$ cat src/rtl/rr_arb4_if.sv
// Request/grant bundle between requesting units and the rr_arb4 round-robin arbiter.
interface rr_arb4_if;
    logic       en;
    logic [3:0] req;
    logic [3:0] gnt;
    logic       gnt_valid;
    logic [1:0] gnt_idx;

    modport master (
        output en,
        output req,
        input  gnt,
        input  gnt_valid,
        input  gnt_idx
    );

    modport slave (
        input  en,
        input  req,
        output gnt,
        output gnt_valid,
        output gnt_idx
    );
endinterface

$ cat src/rtl/rr_arb4.sv
// Registered 4-requester round-robin arbiter with grant locking and direct handoff.
// Optional owner hold limit enabled by defining RR_HOLD_LIMIT_EN.
module rr_arb4 #(
    parameter int unsigned MAX_HOLD = 8
) (
    input  logic      i_clock,
    input  logic      i_reset,
    rr_arb4_if.slave  arb
);

    typedef enum logic {StIdle, StGrant} state_t;

    if (MAX_HOLD < 1 || MAX_HOLD > 255) begin : g_bad_max_hold
        $error("rr_arb4: MAX_HOLD must be in 1..255");
    end

    state_t     r_state;
    logic [3:0] r_gnt;
    logic       r_valid;
    logic [1:0] r_idx;
    logic [1:0] r_ptr;

    state_t     w_state_d;
    logic [3:0] w_gnt_d;
    logic [1:0] w_idx_d;
    logic [1:0] w_ptr_d;
    logic       w_new;
    logic       w_force;
    logic [3:0] w_others;

    // Highest priority is ptr itself, then descending with wrap.
    function automatic logic [1:0] f_pick(input logic [3:0] req, input logic [1:0] ptr);
        logic [1:0] idx;
        f_pick = ptr;
        for (int i = 3; i >= 0; i--) begin
            idx = ptr - 2'(i);
            if (req[idx]) f_pick = idx;
        end
    endfunction

    assign w_others = arb.req & ~(4'b0001 << r_idx);

`ifdef RR_HOLD_LIMIT_EN
    localparam logic [7:0] HoldLast = 8'(MAX_HOLD - 1);
    logic [7:0] r_hold;

    assign w_force = (r_hold >= HoldLast) && (|w_others);

    always_ff @(posedge i_clock) begin
        if (i_reset) begin
            r_hold <= 8'd0;
        end else if (w_new) begin
            r_hold <= 8'd0;
        end else if (r_state == StGrant && w_state_d == StGrant && r_hold != 8'hFF) begin
            r_hold <= r_hold + 8'd1;
        end
    end
`else
    assign w_force = 1'b0;
`endif

    always_comb begin
        w_state_d = r_state;
        w_idx_d   = r_idx;
        w_ptr_d   = r_ptr;
        w_new     = 1'b0;
        w_gnt_d   = 4'b0000;
        unique case (r_state)
            StIdle: begin
                if (arb.en && (|arb.req)) begin
                    w_new     = 1'b1;
                    w_idx_d   = f_pick(arb.req, r_ptr);
                    w_state_d = StGrant;
                end
            end
            StGrant: begin
                if (!arb.en) begin
                    w_state_d = StIdle;
                end else if (arb.req[r_idx] && !w_force) begin
                    w_state_d = StGrant;
                end else if (|w_others) begin
                    // Owner is excluded so it can never win its own handoff.
                    w_new   = 1'b1;
                    w_idx_d = f_pick(w_others, r_ptr);
                end else begin
                    w_state_d = StIdle;
                end
            end
            default: w_state_d = StIdle;
        endcase
        if (w_new) w_ptr_d = w_idx_d - 2'd1;
        if (w_state_d == StGrant) w_gnt_d = 4'b0001 << w_idx_d;
    end

    always_ff @(posedge i_clock) begin
        if (i_reset) begin
            r_state <= StIdle;
            r_gnt   <= 4'b0000;
            r_valid <= 1'b0;
            r_idx   <= 2'd0;
            r_ptr   <= 2'd3;
        end else begin
            r_state <= w_state_d;
            r_gnt   <= w_gnt_d;
            r_valid <= (w_state_d == StGrant);
            r_idx   <= w_idx_d;
            r_ptr   <= w_ptr_d;
        end
    end

    assign arb.gnt       = r_gnt;
    assign arb.gnt_valid = r_valid;
    assign arb.gnt_idx   = r_idx;

endmodule

$ cat src/flat_wrapper.sv
// flat-port wrapper written by rule: the top's interface ports become plain ports
module rr_arb4_flat 
#(
    parameter int unsigned MAX_HOLD = 8
)
  (i_clock, i_reset, arb_en, arb_req, arb_gnt, arb_gnt_valid, arb_gnt_idx);
  rr_arb4_if arb_i ();
  input  logic i_clock;
  input  logic i_reset;
  input wire logic [$bits(arb_i.en)-1:0] arb_en;
  input wire logic [$bits(arb_i.req)-1:0] arb_req;
  output wire logic [$bits(arb_i.gnt)-1:0] arb_gnt;
  output wire logic [$bits(arb_i.gnt_valid)-1:0] arb_gnt_valid;
  output wire logic [$bits(arb_i.gnt_idx)-1:0] arb_gnt_idx;
  assign arb_i.en = arb_en;
  assign arb_i.req = arb_req;
  assign arb_gnt = arb_i.gnt;
  assign arb_gnt_valid = arb_i.gnt_valid;
  assign arb_gnt_idx = arb_i.gnt_idx;
  rr_arb4 #(.MAX_HOLD(MAX_HOLD)) u_core (.i_clock(i_clock), .i_reset(i_reset), .arb(arb_i));
endmodule
$ cat config.mk
export PLATFORM = sky130hd
export DESIGN_NAME = rr_arb4_flat
export DESIGN_NICKNAME = d
export VERILOG_FILES = /design/src/rtl/rr_arb4_if.sv /design/src/rtl/rr_arb4.sv /design/src/flat_wrapper.sv
export SDC_FILE = /design/constraint.sdc
export NUM_CORES = 1
export LEC_CHECK = 0
export BUFFER_PORTS_ARGS = -buffer_cell sky130_fd_sc_hd__buf_2
export CAP_MARGIN = 30
export CORE_MARGIN = 4
export CORE_UTILIZATION = 57
export CTS_BUF_LIST = sky130_fd_sc_hd__clkbuf_8
export DETAILED_ROUTE_END_ITERATION = 10
export GPL_TIMING_DRIVEN = 1
export PLACE_DENSITY = 0.91
export SYNTH_ARGS = -nofsm -noshare
export SYNTH_HDL_FRONTEND = slang
export SYNTH_SLANG_ARGS = --single-unit
$ cat constraint.sdc
create_clock -name i_clock -period 2.2 [get_ports i_clock]
set_input_delay 0.33 -clock i_clock [delete_from_list [all_inputs] [get_ports i_clock]]
set_output_delay 0.33 -clock i_clock [all_outputs]
set_load 0.05 [all_outputs]
==> results of run 1 <==
==> cells in the final DEF (no fill, tap or decap), drive strengths merged, types with 2 or more instances in the layout <==
cell type,count
o21ai,9
nor3b,2
buf,16
o221ai,2
o32ai,2
nand2b,3
a21boi,2
inv,6
clkbuf,3
and3b,3
nand2,4
nor2b,4
dfxtp,9
o21a,2
nor2,12
o41ai,2
o211ai,2
a21oi,5
==> worst reg2reg max path, cell delays in order, from the launching register on <==
cell and delay [ps]:
dfxtp_1 460, buf_4 220, nor2b_1 180, a311oi_1 80
a221oi_1 490, o211ai_4 160, xnor2_1 190, o21ai_1 70
==> cell type report <==
type	instances	area (um^2)
clock buffers	3	41.3
clock inverters	1	3.75
fillers	105	418
inverters	5	18.8
multi-input cells	75	548
flip-flops and latches	9	181
well taps	15	18.8
repair buffers	16	87.6
==> sequential cells by signal, summed over array words and instances, names as in the netlist <==
name,flops
u_core.arb.gnt,4
u_core.arb.gnt_idx,2
u_core.r_ptr,2
u_core.r_state,1
==> power by group through the flow <==
stage,sequential [mW],combinational (mW),clock [mW]
global route,0.213,0.229,0.207
floorplan,0.219,0.155,0
finish,0.210,0.211,0.183
global placement,0.210,0.198,0
CTS,0.208,0.206,0.189
detailed placement,0.211,0.205,0
==> logic make-up (layout without fill, tap and decap cells) <==
logic type / Yosys count / after routing
buf+inv: 15 / 25
mux: 2 / 2
xor+xnor: 1 / 1
flops: 9 / 9
compound gates: 38 / 38
simple gates: 34 / 34
==> metrics by stage <==
| step | worst slack, ps | utilization [%] | area, um^2 | hold slack [ps] | std cells |
|---|---|---|---|---|---|
| after floorplan | 76.9 | - | 801 | 402 | 99 |
| after global placement | 288 | 64.4 | 848 | 554 | 120 |
| after detailed placement | 183 | 64.4 | 848 | 559 | 120 |
| after CTS | 166 | 67.8 | 893 | 316 | 124 |
| after global routing | 76.4 | 68.3 | 900 | 328 | 124 |
| final | 251 | 68.3 | 900 | 322 | 124 |
==> timing repair <==
item                       in CTS  in global routing
hold buffers                    0                  0
setup endpoints to repair       0                  1
buffers inserted                0                  0
resized for setup               0                  2
==> routing by layer <==
layer,global-route usage (%),vias up
met5,0,-
met1,29.5,375
li1,-,389
met4,12.3,0
met2,34.5,46
met3,3.56,5
==> worst min-delay path by stage <==
stage | from | depth (start not counted) | slack [ps] | to
2_1_floorplan | i_reset | 1 | 400 | u_core.arb.gnt_idx[0]
3_3_place_gp | i_reset | 2 | 550 | u_core.arb.gnt_idx[0]
3_5_place_dp | i_reset | 2 | 560 | u_core.arb.gnt_idx[0]
4_1_cts | i_reset | 2 | 320 | u_core.arb.gnt_idx[0]
5_1_grt | i_reset | 2 | 330 | u_core.arb.gnt_idx[1]
6_report | i_reset | 2 | 320 | u_core.arb.gnt_idx[0]
==> qor.txt, run 1 <==
Avg Vias per Cell = 6.57
# setup viols final = 0
FP Rows = 13
Synth Area in Simple Gates = 23.1%
final global-route overflow total = 0
Worst path slowest cell = a221oi_1
# diodes = 0
Synth area leaders = dfxtp_1 23%, nor2_1 5.6%, o41ai_2 4.1%, and3b_1 3.3%, a21oi_1 3.1%
Psw = 0.221 mW
Crit Path Category = reg2reg
critical path arrival = 2070 ps
Combinational Power Share = 34.9%
ys flop type = dfxtp_1
detailed placer's ending HPWL = 1400 um
Syn Area/Cell = 8.09 um^2
TritonCTS clock tree = done
CP bufs+invs = 1
Reg2Reg Depth = 7
crit path launch type = flip-flop
number of detailed-route iterations in the first pass = 4
Critical Path Max Stage Delay = 490 ps
clock skew = 1.19 ps
DR top layer = met4
Die Height = 45.5 um
Initial DRC Count = 31
Synth Area in Compound Gates = 39.4%
Skew-Pair Late Insertion Delay = 230 ps
average wire per standard cell = 16.4 um
count leader, synth = nor2_1
Critical Path Fanout Max = 10
Final Hold Vio Count = 0
first-pass GRT wire length = 3350 um
cell accounting for the most synthesized area = dfxtp_1
DR WL met3 = 145 um
drt drc = 0
nets = 117
via count = 815
fin. max-slew vios = 0
CP Capture Type = flip-flop
Antenna Nets Post-Route = 0
sw frac = 36.5%
antenna violations before repair = 0
synthesized flop and latch total = 9
Crit. Startpoint = u_core.arb.gnt_idx[0]
cell family with most CP delay = compound AO/OA/AOI/OAI gates
synth unique cells = 46
CTS root buffer = clkbuf_8
pwr dens = 672 mW/mm^2
Tcrit/Tclk final = 88.6%
worst vdd ir = 0.537 mV
WL met2 = 989 um
worst-path cell chain = buf_4, nor2b_1, a311oi_1, a221oi_1, o211ai_4, xnor2_1, o21ai_1
RSZ-0062 raised after global routing = no
critical path depth in cells = 7
Post-synth EDFFs = 0
post-synthesis cell area = 801 um^2
Die Area = 0.00207 mm^2
Max Freq = 0.513 GHz
largest family of logic cells by synthesized area = compound AO/OA/AOI/OAI gates
pin count of the biggest net entering global routing = 22
Commonest cells post-synth = 12 x nor2_1, 9 x dfxtp_1
layout cells sized above 1 = 26.6%
asr flop ratio synth = 0%
min-delay worst type = in2reg
Tightest Pin Transition = 464 ps
reg-to-reg critical path startpoint = u_core.arb.gnt_idx[0]
Internal Pwr Total = 0.383 mW
Slew HR = 69.0%
Post-Syn Instances = 99
Synth Area in XOR/XNOR = 1.09%
reg2reg setup slack = 250 ps
H-tree levels = 1
Max-cap violations = 0
Post-Synth Adder-Cell Area = 0%
vias in the first global route = 715
PnR Total Power = 0.604 mW
CTS max path bufs = 2
clock network power share = 30.3%
Seq/Total Area, Yosys = 22.5%
wirelength, routed = 2030 um
RePlAce Congestion = 0.867
GRT Total Usage = 22.4%
Synthesized Nets = 106
core area = 0.00132 mm^2
Yosys warnings = 0
port bufs = 13
reg2reg end = u_core.r_ptr[1]
Ports = 14
status = completed
mux contribution to synthesized area = 4.22%
Initial Util = 60.8%
Sequential Power Share = 34.7%
P&R area growth vs syn = 12.3%
leakage = 0.371 nW
clk slew on worst S/H paths = 40 ps
Chip Width = 45.5 um
setup tns final = 0 ps
met1 wire length = 856 um
Critical Path End = u_core.r_ptr[1]
Final Critical Period = 1950 ps
WP data required = 2320 ps
total CTS buffers = 3
CTS Sinks = 9
top cell type's share of synthesized area = 22.5%
Power figures use the tool's default switching activity.
==> run 2, diff against run 1 <==
--- a/config.mk
+++ b/config.mk
@@ -12,7 +12,7 @@
 export CTS_BUF_LIST = sky130_fd_sc_hd__clkbuf_8
 export DETAILED_ROUTE_END_ITERATION = 10
 export GPL_TIMING_DRIVEN = 1
-export PLACE_DENSITY = 0.91
+export PLACE_DENSITY = 0.92
 export SYNTH_ARGS = -nofsm -noshare
 export SYNTH_HDL_FRONTEND = slang
 export SYNTH_SLANG_ARGS = --single-unit
==> qor.txt, run 2 (synthesized netlist as in run 1, its figures left out) <==
Ports = 14 (unchanged)
cts hold-fix bufs = 0 (unchanged)
Max-cap violations = 0 (unchanged)
Avg Vias per Cell = 6.48 (-1.4%)
layout cells sized above 1 = 25.0% (-1.6 points)
number of detailed-route iterations in the first pass = 4 (unchanged)
Hold EP = u_core.arb.gnt_idx[1]
Initial Util = 60.8% (unchanged)
antenna violations before repair = 0 (unchanged)
pin count of the biggest net entering global routing = 22 (unchanged)
critical path arrival = 2100 ps (+30 ps)
vias in the first global route = 716 (+0.14%)
CP Capture Type = flip-flop
Final Critical Period = 1980 ps (+28.2 ps)
RePlAce Congestion = 0.896 (+3.2%)
WP data required = 2320 ps (about the same)
Crit Path Category = reg2reg
WL met2 = 1040 um (+5.5%)
CTS Sinks = 9 (unchanged)
leakage = 0.366 nW (-1.4%)
# setup viols final = 0 (unchanged)
CTS root buffer = clkbuf_8
most common cell after layout, fill and taps aside = buf_2
drt drc = 0 (unchanged)
dpl ws = 203 ps (+20.2 ps)
detailed placer's ending HPWL = 1440 um (+2.8%)
core area = 0.00132 mm^2 (unchanged)
H-tree levels = 1 (unchanged)
TritonCTS clock tree = done
setup repair bufs after CTS = 0 (unchanged)
Skew-Pair Late Insertion Delay = 230 ps (about the same)
via count = 797 (-2.2%)
first-pass GRT wire length = 3400 um (+1.4%)
status = completed
total CTS buffers = 3 (unchanged)
clk slew on worst S/H paths = 40 ps (about the same)
port bufs = 13 (unchanged)
Die Height = 45.5 um (unchanged)
average wire per standard cell = 16.2 um (-0.98%)
final global-route overflow total = 0 (unchanged)
RSZ-0062 raised after global routing = no
WHS Path Cells = 2 (unchanged)
min-delay worst type = in2reg
final worst setup slack = 223 ps (-28.2 ps)
Tcrit/Tclk final = 89.9% (+1.3 points)
Tightest Pin Transition = 603 ps (+138 ps)
Initial DRC Count = 55 (+77%)
Die Area = 0.00207 mm^2 (unchanged)
Antenna Nets Post-Route = 0 (unchanged)
setup tns final = 0 ps (unchanged)
P&R area growth vs syn = 10.8%
met1 wire length = 787 um (-8.1%)
nets = 116 (-0.85%)
Critical Path Fanout Max = 11 (+1)
GRT Total Usage = 22.8% (+0.34 points)
clock skew = 0.430 ps (-0.758 ps)
Reg2Reg Depth = 6 (-1)
pwr dens = 675 mW/mm^2 (+0.46%)
fin. max-slew vios = 0 (unchanged)
commonest non-fill, non-tap cells in the layout = 13 x buf_2, 12 x nor2_1, 8 x dfxtp_1, 6 x inv_1
crit path launch type = flip-flop
Max Freq = 0.506 GHz (-1.4%)
max reg flops = 4 (unchanged)
Chip Width = 45.5 um (unchanged)
reg2reg end = u_core.r_ptr[1]
FP Rows = 13 (unchanged)
hold path startpoint = i_reset
CTS max path bufs = 2 (unchanged)
reg2reg setup slack = 220 ps (-30 ps)
DR WL met3 = 151 um (+4.1%)
# diodes = 0 (unchanged)
reg-to-reg critical path startpoint = u_core.arb.gnt_idx[0]
DR top layer = met4
Slew HR = 59.4% (-9.7 points)
worst vdd ir = 0.517 mV (-3.8%)
cts repair resizes = 0 (unchanged)
wirelength, routed = 1990 um (-1.8%)
Final Hold Vio Count = 0 (unchanged)
run 2: layer usage:
metal | up-vias | global-route usage (%)
li1 | 386 | -
met1 | 371 | 30.0
met5 | - | 0
met3 | 2 | 5.93
met2 | 38 | 37.3
met4 | 0 | 4.09
run 2: how the worst max path moves through the flow:
stage / slack [ps] / endpoint / cells past startpoint / startpoint
5_1_grt: 110 / u_core.r_ptr[1] / 6 / u_core.arb.gnt_idx[0]
2_1_floorplan: 80 / u_core.r_ptr[1] / 7 / u_core.arb.gnt_idx[0]
4_1_cts: 200 / u_core.arb.gnt[3] / 6 / u_core.arb.gnt_idx[1]
3_3_place_gp: 230 / u_core.r_ptr[1] / 6 / u_core.arb.gnt_idx[0]
3_5_place_dp: 200 / u_core.arb.gnt[3] / 6 / arb_req[2]
6_report: 220 / u_core.r_ptr[1] / 6 / u_core.arb.gnt_idx[0]
run 2: cell type report:
type                       count  area (um^2)
clock inverter                 1         3.75
fill                         104          430
clock buffer                   3         41.3
inverter                       5         18.8
timing repair buffer          15         80.1
multi-input combinational     75          543
sequential                     9          181
tap                           15         18.8
run 2: worst max-delay path, cell delays in order (launching register included):
cell and delay, ps:
dfxtp_1 530, mux4_2 580, a211o_1 260, o41ai_2 80
o211ai_4 150, xnor2_1 200, o21ai_1 70
run 2: metrics by stage:
stage                     area [um^2]  hold slack [ps]  utilization, %  total power, mW  std cells
after detailed placement          841              566            63.8            0.414        119
final                             887              322            67.3            0.599        123
after global routing              887              327            67.3            0.634        123
after global placement            841              558            63.8            0.406        119
after floorplan                   801              402               -            0.374         99
after CTS                         886              324            67.2            0.601        123
run 2: power by group:
group          switching (mW)  internal, mW
clock network          0.0622         0.121
registers              0.0357         0.178
logic                   0.120        0.0814
